## src/rtl/bytebeat_voice_sched.sv

```systemverilog
// Round-robin scheduler that shares one bytebeat datapath among NUM_VOICES voices.
// Each sample tick starts a round that issues one request per enabled voice, in order.
module bytebeat_voice_sched #(
    parameter int NUM_VOICES = 8,
    parameter int TICK_DIV   = 512,
    parameter int T_WIDTH    = 16
) (
    input  logic                    clk,
    input  logic                    reset,
    input  logic [NUM_VOICES-1:0]   voice_en,
    input  logic [3:0]              knob_a,
    input  logic [3:0]              knob_b,
    input  logic [3:0]              knob_c,
    input  logic [3:0]              knob_d,
    output logic                    req_vld,
    input  logic                    req_rdy,
    output logic [2:0]              req_voice,
    output logic [T_WIDTH-1:0]      req_t,
    output logic [3:0]              req_a,
    output logic [3:0]              req_b,
    output logic [3:0]              req_c,
    output logic [3:0]              req_d,
    input  logic                    rsp_vld,
    output logic                    rsp_rdy,
    input  logic [7:0]              rsp_pcm,
    output logic [8*NUM_VOICES-1:0] pcm,
    output logic [NUM_VOICES-1:0]   pcm_upd,
    output logic                    overrun,
    output logic [1:0]              state_dbg
);
    localparam int CW = (TICK_DIV > 1) ? $clog2(TICK_DIV) : 1;
    localparam int PW = (NUM_VOICES > 1) ? $clog2(NUM_VOICES) : 1;

    // Handshakes: a request transfers on a cycle with req_vld && req_rdy, a
    // response on a cycle with rsp_vld && rsp_rdy; the request side holds its
    // outputs steady while req_vld is high and req_rdy is low.
    typedef enum logic [1:0] {
        IDLE  = 2'd0,
        SCAN  = 2'd1,
        ISSUE = 2'd2,
        WAIT  = 2'd3
    } state_t;

    state_t                state, state_nxt;
    logic [CW-1:0]         presc;
    logic                  tick;
    logic [PW-1:0]         ptr;
    logic [NUM_VOICES-1:0] round_mask;
    logic [T_WIDTH-1:0]    t_q [NUM_VOICES];
    logic                  last_voice;

    assign tick       = (presc == CW'(TICK_DIV - 1));
    assign last_voice = (ptr == PW'(NUM_VOICES - 1));

    always_ff @(posedge clk) begin
        if (reset || tick) presc <= '0;
        else               presc <= presc + CW'(1);
    end

    always_ff @(posedge clk) begin
        if (reset) state <= IDLE;
        else       state <= state_nxt;
    end

    always_comb begin
        state_nxt = state;
        case (state)
            IDLE:  if (tick) state_nxt = SCAN;
            SCAN: begin
                if (round_mask[ptr]) state_nxt = ISSUE;
                else if (last_voice) state_nxt = IDLE;
            end
            ISSUE: if (req_rdy) state_nxt = WAIT;
            WAIT:  if (rsp_vld) state_nxt = last_voice ? IDLE : SCAN;
            default: state_nxt = IDLE;
        endcase
    end

    always_comb begin
        req_vld   = (state == ISSUE);
        rsp_rdy   = (state == WAIT);
        state_dbg = state;
    end

    assign req_voice = 3'(ptr);
    assign req_t     = t_q[ptr];

    // Round bookkeeping; voices left out of a round lose their time and sample.
    always_ff @(posedge clk) begin
        if (reset) begin
            ptr        <= '0;
            round_mask <= '0;
            req_a      <= '0;
            req_b      <= '0;
            req_c      <= '0;
            req_d      <= '0;
            pcm        <= '0;
            pcm_upd    <= '0;
            overrun    <= 1'b0;
            for (int i = 0; i < NUM_VOICES; i++) t_q[i] <= '0;
        end else begin
            pcm_upd <= '0;
            if (tick && state != IDLE) overrun <= 1'b1;
            case (state)
                IDLE: if (tick) begin
                    round_mask <= voice_en;
                    req_a      <= knob_a;
                    req_b      <= knob_b;
                    req_c      <= knob_c;
                    req_d      <= knob_d;
                    ptr        <= '0;
                    for (int i = 0; i < NUM_VOICES; i++) begin
                        if (!voice_en[i]) begin
                            t_q[i]        <= '0;
                            pcm[8*i +: 8] <= 8'h00;
                        end
                    end
                end
                SCAN: if (!round_mask[ptr] && !last_voice) ptr <= ptr + PW'(1);
                WAIT: if (rsp_vld) begin
                    for (int i = 0; i < NUM_VOICES; i++) begin
                        if (ptr == PW'(i)) begin
                            pcm[8*i +: 8] <= rsp_pcm;
                            pcm_upd[i]    <= 1'b1;
                            t_q[i]        <= t_q[i] + T_WIDTH'(1);
                        end
                    end
                    if (!last_voice) ptr <= ptr + PW'(1);
                end
                default: ;
            endcase
        end
    end
endmodule

```

## config.mk

```make
export PLATFORM = sky130hd
export DESIGN_NAME = bytebeat_voice_sched
export DESIGN_NICKNAME = d
export VERILOG_FILES = /design/src/rtl/bytebeat_voice_sched.sv
export SDC_FILE = /design/constraint.sdc
export NUM_CORES = 1
export LEC_CHECK = 0
export CORE_MARGIN = 1
export CORE_UTILIZATION = 27
export CTS_CLUSTER_DIAMETER = 60
export CTS_CLUSTER_SIZE = 14
export DETAILED_ROUTE_END_ITERATION = 10
export GPL_TIMING_DRIVEN = 1
export PLACE_DENSITY = 0.57
export SKIP_LAST_GASP = 1
export SLEW_MARGIN = 15
export SYNTH_ARGS = -nofsm -noshare
export SYNTH_HDL_FRONTEND = slang
export SYNTH_SLANG_ARGS = --single-unit
```

## constraint.sdc

```tcl
create_clock -name clk -period 3.5 [get_ports clk]
set_input_delay 0.35 -clock clk [delete_from_list [all_inputs] [get_ports clk]]
set_output_delay 0.35 -clock clk [all_outputs]
set_load 0.05 [all_outputs]
```

Yosys cells after proc, flatten, opt, wreduce, memory -nomap -nowiden. Memory sizes are Yosys's and may differ from the RTL's. A register that Yosys moved wholly into a read port is not among the register bits. Index checks and enable logic that the tools add are counted.

Add/subtract/negate cells: 10. Magnitude comparators: 1. Eq/ne operators: 33. Mux-type cells: 133. Bitwise operators: 18. Reduce and logical (&&, ||, !) cells: 22.

Operators by type and width (number): 2-to-1 mux 16 bit (16); adder 16 x 1 -> 16 bit (second input constant) (8); 2-to-1 mux 64 bit (2); 2-to-1 mux 8 bit (16); one-hot mux 64 bit (2 select lines) (1); 2-to-1 mux 1 bit (84); AND reduction 5 bit (9); inequality test 2 bit (second input constant) (12); 2-to-1 mux 3 bit (6); inequality test 2 x 1 -> 1 bit (second input constant) (9); OR 1 bit (16); equality test 3 bit (second input constant) (4); 2-to-1 mux 2 bit (5); adder 9 x 1 -> 9 bit (second input constant) (1); equality test 9 bit (second input constant) (1); one-hot mux 3 bit (3 select lines) (1); one-hot mux 2 bit (4 select lines) (1); equality test 3 x 2 -> 1 bit (second input constant) (2); equality test 2 bit (second input constant) (2); < comparator 3 x 4 -> 1 bit (second input constant) (1); AND reduction 4 bit (1); nonzero test 2 bit (2); adder 3 x 1 -> 3 bit (second input constant) (1); binary-select mux 1 bit (select 3 bit) (1); other kinds (12) (15).

Bits in registers: 111. RAM bits: 128. Bits of input ports: 36. Output and inout bits: 112. Logic and storage cells: 236. Memories kept: 1.

Memories: t_q (words 8, width 16, rd ports 9, clocked after memory_dff 1, write ports 8, line 49) `logic [T_WIDTH-1:0] t_q [NUM_VOICES];`.

Longest topological paths before layout.
Depth in word-level cells: 8. Depth in mapped cells: 10. Gate-level depth less buffers: 8.

Worst setup path after synthesis. Ideal clock, no wire load.

Path type: reg2reg. Start: register presc[0]. End: memory t_q[1][0] (enable). Setup time: 394 ps. Arrival: 2631 ps. Required time: 3106 ps. Slack: 474 ps. Cell stages (with the launch flop): 10. Buffers on the path: 3. Period minus slack after synthesis: 3026 ps. Path through: dfxtp_1 > ha_1 > nand3_1 > nor2_1 > ha_1 > or3b_1 > buf_6 > buf_8 > clkbuf_1 > o211ai_1.

RTL lines: start: declaration (line 45) `logic [CW-1:0] presc;`; start signal: assignment (line 57) `else presc <= presc + CW'(1);`; end: declaration (line 49).

==> run metrics <==
Antenna diodes=0; status=completed; die area=45,100 um2; initial core utilization=27.5%; ANT nets after route=0; Worst Path Arrival=2990 ps; synth-to-layout area growth=24.6%; post-CTS sizing=0; R2R Setup Slk=850 ps; # rows=76; Syn Area/Cell=10.6 um2; Post-Route WL=33.7 mm; CTS Buf Count=26; DIE HEIGHT=212 um; Peak VDD IR=0.000336 V; endpoints failing hold=0; setup tns final=0 ps; WHS Endpoint=t_q[0][13]; top cells by area, synth=edfxtp_1, dfxtp_1, mux4_2, mux2i_1, nor2_1; gr ovfl total=0; Yosys cell types=60; Die X=212 um; final critical-path required period=3340 ps; Final Cell Area=14,900 um2; crit end category=output pin; period utilization=95.4%; DRC marker count from the first detailed-route iteration=743; DRC=0; Syn Inst Count=1,129; ys flop type=dfxtp_1; Post-CTS Setup Inserts=0; Synth Net Count=1,181; Leak=5.16 nW; Via Count=9,079; leading area contributor after synthesis=edfxtp_1; Clock Skews=35.6 ps; critical path start-end classification=flip-flop to output pin; actual slew at the worst max-slew pin=958 ps; DP Area=14,100 um2; Worst setup SP type=flip-flop; via/cell ratio=4.86; top achievable clock speed=0.300 GHz; clk buf depth=3; PortBufs=147; CTS tree=yes; GPL Wtd Cong=0.889; post-synthesis register bit count=242; IO Count=148; Setup Viol. Count Final=0; path depth of the worst reg2reg path=6; WP data required=3150 ps; largest net degree at the start of global routing=91; first-pass GRT wire length=52.2 mm; Pins Over Slew Limit=0; most common cell after layout, fill and taps aside=nor2_1; post-synth top area share=28.2%; Seq/Total Area, Yosys=50.0%; Max-Slew Margin vs Limit=36.1%; Max Cap Viol=0; RSZ-0062 raised after global routing=no; wire per inst=18.0 um; vias in the first global route=8,699; total track usage=15.1%; reg2reg end=t_q[5][15]; worst skew pair latency=570 ps; Power Density=398 nW/um2; core area=43,400 um2; # clock sinks=242; filler instances=4,409; Worst Hold Class=input port to flip-flop; Worst R2R Start=presc[0]; initial antenna violation count=2; hold_sp=reset; drt pass-1 iters=7; root buf cell=clkbuf_16; Final HPWL DP=24.6 mm; proportion of layout cells with a drive suffix above 1=10.5%; critical-path maximum fanout=17; Ys Warns=0; CTS H-tree depth=1; ys async rst share=0%; hold path depth=4; clk slew on worst S/H paths=70 ps; # hold bufs at CTS=0; Post-synth EDFFs=112; most frequent cells in the layout=nor2_1, clkdlybuf4s50_1, dfxtp_1, edfxtp_1, nand2_1; final net count=1,316; synthesized area=11,900 um2
-- cell families (layout without fill, tap and decap cells) --
kind of cell / Yosys count / in the layout / synth area share, %
simple gates: 463 / 463 / 18.8
flops: 242 / 242 / 50.0
mux: 122 / 122 / 14.0
compound gates: 108 / 108 / 5.97
buf+inv: 92 / 246 / 3.27
xor+xnor: 86 / 86 / 6.31
fa+ha+maj: 16 / 16 / 1.68
-- per-layer routing --
metal | wire (um) | share of wire (%) | global-route usage, %
met5 | 25 | 0.074 | 0
met4 | 622 | 1.8 | 3.10
met3 | 3170 | 9.4 | 5.01
met2 | 14900 | 44 | 23.5
met1 | 15000 | 44 | 20.3
-- cells in the mapped netlist (19+ instances only) --
| cell | number |
|---|---|
| inv_1 | 25 |
| dfxtp_1 | 130 |
| a21oi_1 | 53 |
| nand4_1 | 37 |
| nor2_1 | 165 |
| xnor2_1 | 24 |
| mux2_2 | 19 |
| and3_1 | 25 |
| mux4_2 | 33 |
| and2_1 | 19 |
| or3_1 | 25 |
| nand2_1 | 96 |
| o21ai_0 | 24 |
| nand3_1 | 48 |
| edfxtp_1 | 112 |
| xor2_1 | 62 |
| clkbuf_1 | 41 |
| mux2i_1 | 69 |
-- worst max-delay path, cell delays in order, from the launching register on --
cell             delay [ps]
dfxtp_2                 670
buf_12                  250
mux4_2                  500
mux2_2                  290
clkdlybuf4s50_1         720
-- registers in the layout, indices dropped and copies added (netlist names), 8 cells and up, named ones only --
| register | flops |
|---|---|
| pcm | 64 |
| pcm_upd | 8 |
| round_mask | 8 |
| presc | 9 |
| t_q | 128 |
-- stage by stage --
stage	setup slack [ps]	utilization [%]	hold slack [ps]	total power, W	instances
finish	162	34.3	234	0.00592	1868
global route	2.84	34.3	261	0.00614	1868
CTS	117	34.3	205	0.00602	1868
detailed placement	709	32.4	442	0.00332	1821
global placement	741	32.4	430	0.00331	1821
floorplan	474	-	418	0.00320	1129
-- layout make-up --
type | instances | area [um2] | share of cell area, %
clock buffer | 34 | 702 | 4.72
sequential | 242 | 5970 | 40.1
timing repair buffer | 174 | 1680 | 11.3
inverter | 25 | 93.8 | 0.630
multi-input combinational | 795 | 5590 | 37.6
clock inverter | 13 | 114 | 0.765
tap | 585 | 732 | 4.92
-- worst max-delay path by stage --
stage          startpoint   endpoint  slack, ps
3_3_place_gp    flip-flop   req_t[0]        740
2_1_floorplan    presc[0]  t_q[1][0]        470
5_1_grt         flip-flop  req_t[15]          3
6_report        flip-flop  req_t[15]        160
3_5_place_dp    flip-flop  req_t[15]        710
4_1_cts         flip-flop  req_t[15]        120
-- power breakdown --
group          switching, W  internal [W]
clock network       0.00123       0.00144
logic             0.0000956     0.0000815
registers         0.0000745       0.00300
total               0.00140       0.00453
Note: power is estimated with default switching activity, not from simulation.
